### src/rtl/serial_magnitude_comparator.sv
// serial_magnitude_comparator
//   Bit-serial, MSB-first magnitude comparator for two WIDTH-bit operands.
//   A start pulse in IDLE captures the operands. A two-state FSM (IDLE/CMP)
//   then walks the bits one per clock. The registered greater/equal/less
//   flags are updated together with a one-clock done pulse.
//   EARLY_EXIT=1 finishes on the first differing bit.
//   EARLY_EXIT=0 always takes WIDTH clocks.
//   Optional macro SIGNED_CMP_EN: treat operands as two's complement. The
//   sign bit then inverts the decision rule on the MSB step only.
module serial_magnitude_comparator #(
  parameter int WIDTH      = 8,
  parameter int EARLY_EXIT = 1
) (
  input  logic             sys_clk,
  input  logic             sys_rst_n,
  input  logic             start,
  input  logic [WIDTH-1:0] in1,
  input  logic [WIDTH-1:0] in2,
  output logic             out1,
  output logic             out2,
  output logic             out3,
  output logic             done,
  output logic             busy
);

  localparam int CW = (WIDTH > 1) ? $clog2(WIDTH) : 1;
  localparam logic [CW-1:0] LAST_IDX = CW'(WIDTH - 1);

  typedef enum logic {
    IDLE = 1'b0,
    CMP  = 1'b1
  } state_t;

  state_t          r_state;
  state_t          w_nextState;
  logic [WIDTH-1:0] r_shA;
  logic [WIDTH-1:0] r_shB;
  logic [CW-1:0]    r_bitCnt;
  logic             r_decided;
  logic             r_gt;
  logic             r_out1;
  logic             r_out2;
  logic             r_out3;
  logic             r_done;

  logic w_msbA;
  logic w_msbB;
  logic w_diff;
  logic w_bitGt;
  logic w_decidedNow;
  logic w_gtNow;
  logic w_lastBit;
  logic w_stop;
  logic w_load;
  logic w_advance;
  logic w_finish;

  assign w_msbA = r_shA[WIDTH-1];
  assign w_msbB = r_shB[WIDTH-1];
  assign w_diff = w_msbA ^ w_msbB;

`ifdef SIGNED_CMP_EN
  logic w_firstStep;
  // On the sign bit a 1 means negative, so the operand holding the 1 is the smaller one
  assign w_firstStep = (r_bitCnt == LAST_IDX);
  assign w_bitGt     = w_firstStep ? w_msbB : w_msbA;
`else
  assign w_bitGt     = w_msbA;
`endif

  // A decision taken on an earlier bit is frozen; later bits can no longer change it
  assign w_decidedNow = r_decided | w_diff;
  assign w_gtNow      = r_decided ? r_gt : w_bitGt;
  assign w_lastBit    = (r_bitCnt == '0);
  assign w_stop       = ((EARLY_EXIT != 0) && w_decidedNow) || w_lastBit;

  // FSM state register
  always_ff @(posedge sys_clk) begin
    if (!sys_rst_n) begin
      r_state <= IDLE;
    end else begin
      r_state <= w_nextState;
    end
  end

  // Next-state logic and datapath control strobes
  always_comb begin
    w_nextState = r_state;
    w_load      = 1'b0;
    w_advance   = 1'b0;
    w_finish    = 1'b0;
    case (r_state)
      IDLE: begin
        if (start) begin
          w_load      = 1'b1;
          w_nextState = CMP;
        end
      end
      CMP: begin
        if (w_stop) begin
          w_finish    = 1'b1;
          w_nextState = IDLE;
        end else begin
          w_advance   = 1'b1;
        end
      end
      default: begin
        w_nextState = IDLE;
      end
    endcase
  end

  // Operand shift registers, bit counter and the frozen decision
  always_ff @(posedge sys_clk) begin
    if (!sys_rst_n) begin
      r_shA     <= '0;
      r_shB     <= '0;
      r_bitCnt  <= '0;
      r_decided <= 1'b0;
      r_gt      <= 1'b0;
    end else if (w_load) begin
      r_shA     <= in1;
      r_shB     <= in2;
      r_bitCnt  <= LAST_IDX;
      r_decided <= 1'b0;
      r_gt      <= 1'b0;
    end else if (w_advance) begin
      r_shA    <= r_shA << 1;
      r_shB    <= r_shB << 1;
      r_bitCnt <= r_bitCnt - CW'(1);
      if (!r_decided && w_diff) begin
        r_decided <= 1'b1;
        r_gt      <= w_bitGt;
      end
    end
  end

  // Result flags change only on a finishing edge; done pulses on that same edge
  always_ff @(posedge sys_clk) begin
    if (!sys_rst_n) begin
      r_out1 <= 1'b0;
      r_out2 <= 1'b0;
      r_out3 <= 1'b0;
      r_done <= 1'b0;
    end else begin
      r_done <= w_finish;
      if (w_finish) begin
        r_out1 <= w_decidedNow & w_gtNow;
        r_out2 <= ~w_decidedNow;
        r_out3 <= w_decidedNow & ~w_gtNow;
      end
    end
  end

  assign out1 = r_out1;
  assign out2 = r_out2;
  assign out3 = r_out3;
  assign done = r_done;
  assign busy = (r_state == CMP);

endmodule

### config.mk
export PLATFORM = sky130hd
export DESIGN_NAME = serial_magnitude_comparator
export DESIGN_NICKNAME = d
export VERILOG_FILES = /design/src/rtl/serial_magnitude_comparator.sv
export SDC_FILE = /design/constraint.sdc
export NUM_CORES = 1
export LEC_CHECK = 0
export BUFFER_PORTS_ARGS = -buffer_cell sky130_fd_sc_hd__buf_2
export CORE_MARGIN = 2
export CORE_UTILIZATION = 28
export DETAILED_ROUTE_END_ITERATION = 10
export GPL_TIMING_DRIVEN = 0
export PLACE_DENSITY = 0.48
export SETUP_SLACK_MARGIN = 0.15
export SLEW_MARGIN = 20
export SYNTH_ARGS = -nofsm -noshare
export SYNTH_HDL_FRONTEND = slang
export SYNTH_SLANG_ARGS = --single-unit
### constraint.sdc
create_clock -name sys_clk -period 2.4 [get_ports sys_clk]
set_input_delay 0.24 -clock sys_clk [delete_from_list [all_inputs] [get_ports sys_clk]]
set_output_delay 0.24 -clock sys_clk [all_outputs]
set_load 0.05 [all_outputs]
# Word-level counts from Yosys, hierarchy flattened
# Index checks and enable logic that the tools add are counted.
# op_classes
add_sub_neg	1
bitwise_logic	8
muxes	14
reduce_logical	7
# op_table
operator	n
two-way mux 8 bit	4
two-way mux 1 bit	7
two-way mux 3 bit	2
inverter 1 bit	4
logical NOT 3 bit	1
subtractor 3 x 1 -> 3 bit (second input constant)	1
AND 1 bit	2
case mux 1 bit (2 select lines)	1
AND reduction 2 bit	1
nonzero test 2 bit	1
OR reduction 2 bit	1
logical AND 1 bit	1
logical NOT 1 bit	1
logical OR 1 bit	1
OR 1 bit	1
bitwise XOR 1 bit	1
# totals
out_inout_bits	5
elab_cells	40
register_bits	26

# Longest topological paths before layout
# depth
depth_word	7
ltp_mapped	8

# Worst setup path before layout
# OpenSTA, ideal clock, no wires.
# synth_path
path_kind	register -> register
from	reg r_bitCnt[0]
to	reg r_bitCnt[0]
required_ns	2.269
stages_incl_launch_ff	9
n_path_buf	2
setup_time_ns	0.131
slack_ns	0.611
period_less_slack_ns	1.789
t_arrival_ns	1.659
path_cell_list	dfxtp_1 > inv_1 > ha_1 > ha_1 > or3b_1 > buf_6 > buf_6 > o31ai_4 > a31oi_1
# synth_between
elab_chain_cells	5
elab_cells_between_ends	8
# synth_lines
element	line_no	source
start: declaration	38	logic [CW-1:0] r_bitCnt;
start signal: assignment	130	r_bitCnt <= r_bitCnt - CW'(1);
parallel branches: the longest is 5 deep, another holds subtractor 3 x 1 -> 3 bit	n/a	
# Several ways; the timed one is not identified. The select of a mux whose other input is x is not followed.
# A chain may end at the register's enable or synchronous reset.

# Final worst setup path
# layout_path
from	reg r_bitCnt[0]
to	reg r_shA[5]
# layout_between
elab_chain_cells	5
# layout_lines
element	line_no	source
logical NOT 3 bit	74	assign w_lastBit = (r_bitCnt == '0);
logical OR 1 bit	75	assign w_stop = ((EARLY_EXIT != 0) && w_decidedNow) || w_lastBit;
two-way mux 1 bit	100	if (w_stop) begin
two-way mux 1 bit	92	case (r_state)
nonzero test 2 bit (no source line)	n/a	
end signal: assignment	122	r_shA <= in1;
end signal: assignment	128	r_shA <= r_shA << 1;
end: declaration	36	logic [WIDTH-1:0] r_shA;
# Every way passes these cells.

==> impl_metrics.env <==
export IMPL_switching_share=0.321
export IMPL_setup_viol=0
export IMPL_cts_hold_buffers=0
export IMPL_pwr_share_comb=0.261
export IMPL_timing_hold_ws_ns=0.206
export IMPL_wl_per_cell_um=14.4
export IMPL_grt_max_degree=15
export IMPL_grt_overflow=0
export IMPL_dieArea_um2=5100
export IMPL_die_w_um=71.4
export IMPL_area_delta_synth_final_pct=18.5
export IMPL_hpwl_mm=2.22
export IMPL_layout_min_cycle_time_ns=2.03
export IMPL_vias=1117
export IMPL_synth_edff_count=0
export IMPL_grt_util_met2=0.206
export IMPL_stdcell_count=221
export IMPL_synth_area_top_cells="dfxtp_1 41%, a211oi_1 8.8%, o21ai_0 5.9%"
export IMPL_rsz0062_at_grt="no"
export IMPL_drt_first_iter_violations=22
export IMPL_cts_root_buf="clkbuf_8"
export IMPL_hold_viol=0
export IMPL_endpoint_kind="register"
export IMPL_synth_top_area_cell="dfxtp_1"
export IMPL_grt_pass1_wl_mm=5.13
export IMPL_initial_core_util=0.293
export IMPL_worstPathRequired_ns=2.60
export IMPL_skew_ns=0.00622
export IMPL_tns_ns=0
export IMPL_rows=24
export IMPL_power_density_nw_per_um2=711
export IMPL_drt_pass1_iterations=4
export IMPL_yosysUniqueCellTypes=32
export IMPL_core_um2=4350
export IMPL_cts_buffer_depth=2
export IMPL_ios=24
export IMPL_antenna_found_initial=0
export IMPL_cts_setup_buffers=0
export IMPL_hold_class="input port to register"
export IMPL_path_max_fanout=10
export IMPL_fmax_ghz=0.492
export IMPL_clkLatencyLatePin_ns=0.28
export IMPL_maxCapViolCount=0
export IMPL_ys_warn_count=0
export IMPL_numCtsBuffers=3
export IMPL_status="complete, no violations"
export IMPL_die_y_um=71.4
export IMPL_period_share=0.848
export IMPL_path_class="register to register"
export IMPL_p_int_w=0.000729
export IMPL_p_switching_w=0.000345
export IMPL_tightestPinTransition_ns=0.546
export IMPL_synth_area_per_cell_um2=8.97
export IMPL_power_w=0.00107
export IMPL_cpMostUsedCell="ha_1"
export IMPL_met3_usage=0.0394
export IMPL_crit_path_start_kind="register"
export IMPL_power_leakage_nw=0.604
export IMPL_cp_slowest_stage_delay_ns=0.42
export IMPL_cts_tree="done"
export IMPL_drc=0
export IMPL_cp_cell_sequence="inv_1 -> ha_1 -> ha_1 -> nor3b_2 -> nand2_1 -> buf_2 -> a211oi_1"
export IMPL_clkTransAtPathRegs_ns=0.10
export IMPL_pwr_share_seq=0.465
export IMPL_yosysSeqAreaShare=0.409
export IMPL_layout_drive_gt1_share=0.243
export IMPL_synth_async_reset_ratio=0
export IMPL_io_buffers=23
export IMPL_crit_arrival_ns=2.23
export IMPL_use_met1=0.172
export IMPL_cpMaxStageDelayCell="nor3b_2"
export IMPL_drt_vias_per_instance=5.05
export IMPL_yosys_most_used_dff="dfxtp_1"
export IMPL_nets=191
export IMPL_grtUsageTotal=0.128
export IMPL_syn_inst=142
export IMPL_syn_num_nets=163
export IMPL_clkPwrFrac=0.274
export IMPL_busiest_layer="met2"
export IMPL_synth_seq_cells=26
export IMPL_gp_congestion=0.687
export IMPL_grt_pass1_vias=1072
export IMPL_wl_mm=3.18
export IMPL_cts_resized=0
export IMPL_h_tree_depth=1
export IMPL_synth_area_um2=1270
export IMPL_antenna_left=0
export IMPL_slew_viol_final=0
export IMPL_slew_headroom=0.636
export IMPL_irDropWorstVdd_uv=336
export IMPL_nFillCells=476
export IMPL_clock_sinks=26
export IMPL_netlist_area_leader_share=0.409
export IMPL_dp_cells=217
export IMPL_ff2ff_setup_slack_ns=0.37
export IMPL_antennaDiodeCount=0
==> synth_stat cells, types with 3 or more instances <==
| master | number |
|---|---|
| nand2_1 | 5 |
| o21ai_0 | 15 |
| a211oi_1 | 15 |
| inv_1 | 4 |
| nor3_1 | 11 |
| nor2b_1 | 5 |
| a21boi_0 | 3 |
| a31oi_1 | 3 |
| and3_1 | 3 |
| nor2_1 | 12 |
| o311a_1 | 3 |
| dfxtp_1 | 26 |
| buf_2 | 4 |
| buf_6 | 3 |
| clkbuf_1 | 5 |
==> kinds of logic (layout without fill, tap and decap cells) <==
group           after synthesis  in the layout  synth area share
simple gates                 47             47             0.201
buf+inv                      18             45            0.0786
fa+ha+maj                     2              2            0.0196
compound gates               47             47             0.263
flops                        26             26             0.409
xor+xnor                      2              2            0.0285
==> path summary, 6_finish.rpt <==
kind	start	end	cells past startpoint
max	r_bitCnt[0]	r_shA[5]	7
min reg2reg	r_gt	r_gt	1
max reg2reg	r_bitCnt[0]	r_shA[5]	7
min	in1[0]	r_shA[0]	3
==> routing by layer <==
| metal | up-vias | part of all wire |
|---|---|---|
| li1 | 572 | - |
| met1 | 508 | 0.47 |
| met2 | 35 | 0.47 |
| met3 | 2 | 0.058 |
| met4 | 0 | 0.0057 |
| met5 | - | 0 |
==> power groups by stage <==
stage | sequential, W | combinational [W] | clock [W]
floorplan | 0.000528 | 0.000187 | 0
global placement | 0.000508 | 0.000278 | 0
detailed placement | 0.000510 | 0.000281 | 0
CTS | 0.000500 | 0.000283 | 0.000306
global route | 0.000506 | 0.000309 | 0.000326
finish | 0.000499 | 0.000280 | 0.000294
==> worst max-delay path: cells and delay by family, from the launching register on <==
family                     cells  cell delay, ns
AOI/OAI and AO/OA              1            0.22
adders and majority gates      2            0.46
buffers and inverters          2            0.33
and+or+nand+nor                2            0.63
DFF                            1            0.32
==> cells in the final DEF, fill, tap and decap left out, drive strengths merged <==
cell    count
nand3b      2
xnor2       1
buf        31
o21ai      15
o311a       3
a21oi       1
a211oi     15
dfxtp      26
nor3b       1
a31o        2
o31a        2
a31oi       3
nand3       2
nand2       5
nor4b       2
nand2b      1
ha          2
o211ai      2
nor2b       5
nor3       11
inv         4
clkbuf     10
a21boi      3
xor2        1
o31ai       1
and3        3
nor2       12
or3b        1
and3b       2
==> layout make-up <==
class | instances | area (um2) | share of cell area
plain buffers | 14 | 85.1 | 0.0564
clock buffers | 4 | 55.1 | 0.0365
inverters | 4 | 15.0 | 0.00995
multi-input cells | 98 | 653 | 0.433
flip-flops and latches | 26 | 520 | 0.345
well taps | 52 | 65.1 | 0.0431
repair buffers | 23 | 115 | 0.0763
==> state kept, by name, indices dropped and copies added, names as in the netlist <==
signal and flops:
busy 1, done 1, out1 1, out2 1
out3 1, r_bitCnt 3, r_decided 1, r_gt 1
r_shA 8, r_shB 8
==> stage by stage <==
stage	setup WS (ns)	utilization	instance area, um2
final	0.365	0.347	1510
after CTS	0.356	0.347	1510
after global placement	0.409	0.334	1450
after floorplan	0.611	-	1270
after global routing	0.176	0.347	1510
after detailed placement	0.390	0.334	1450
Note: power is estimated with default switching activity, not from simulation.
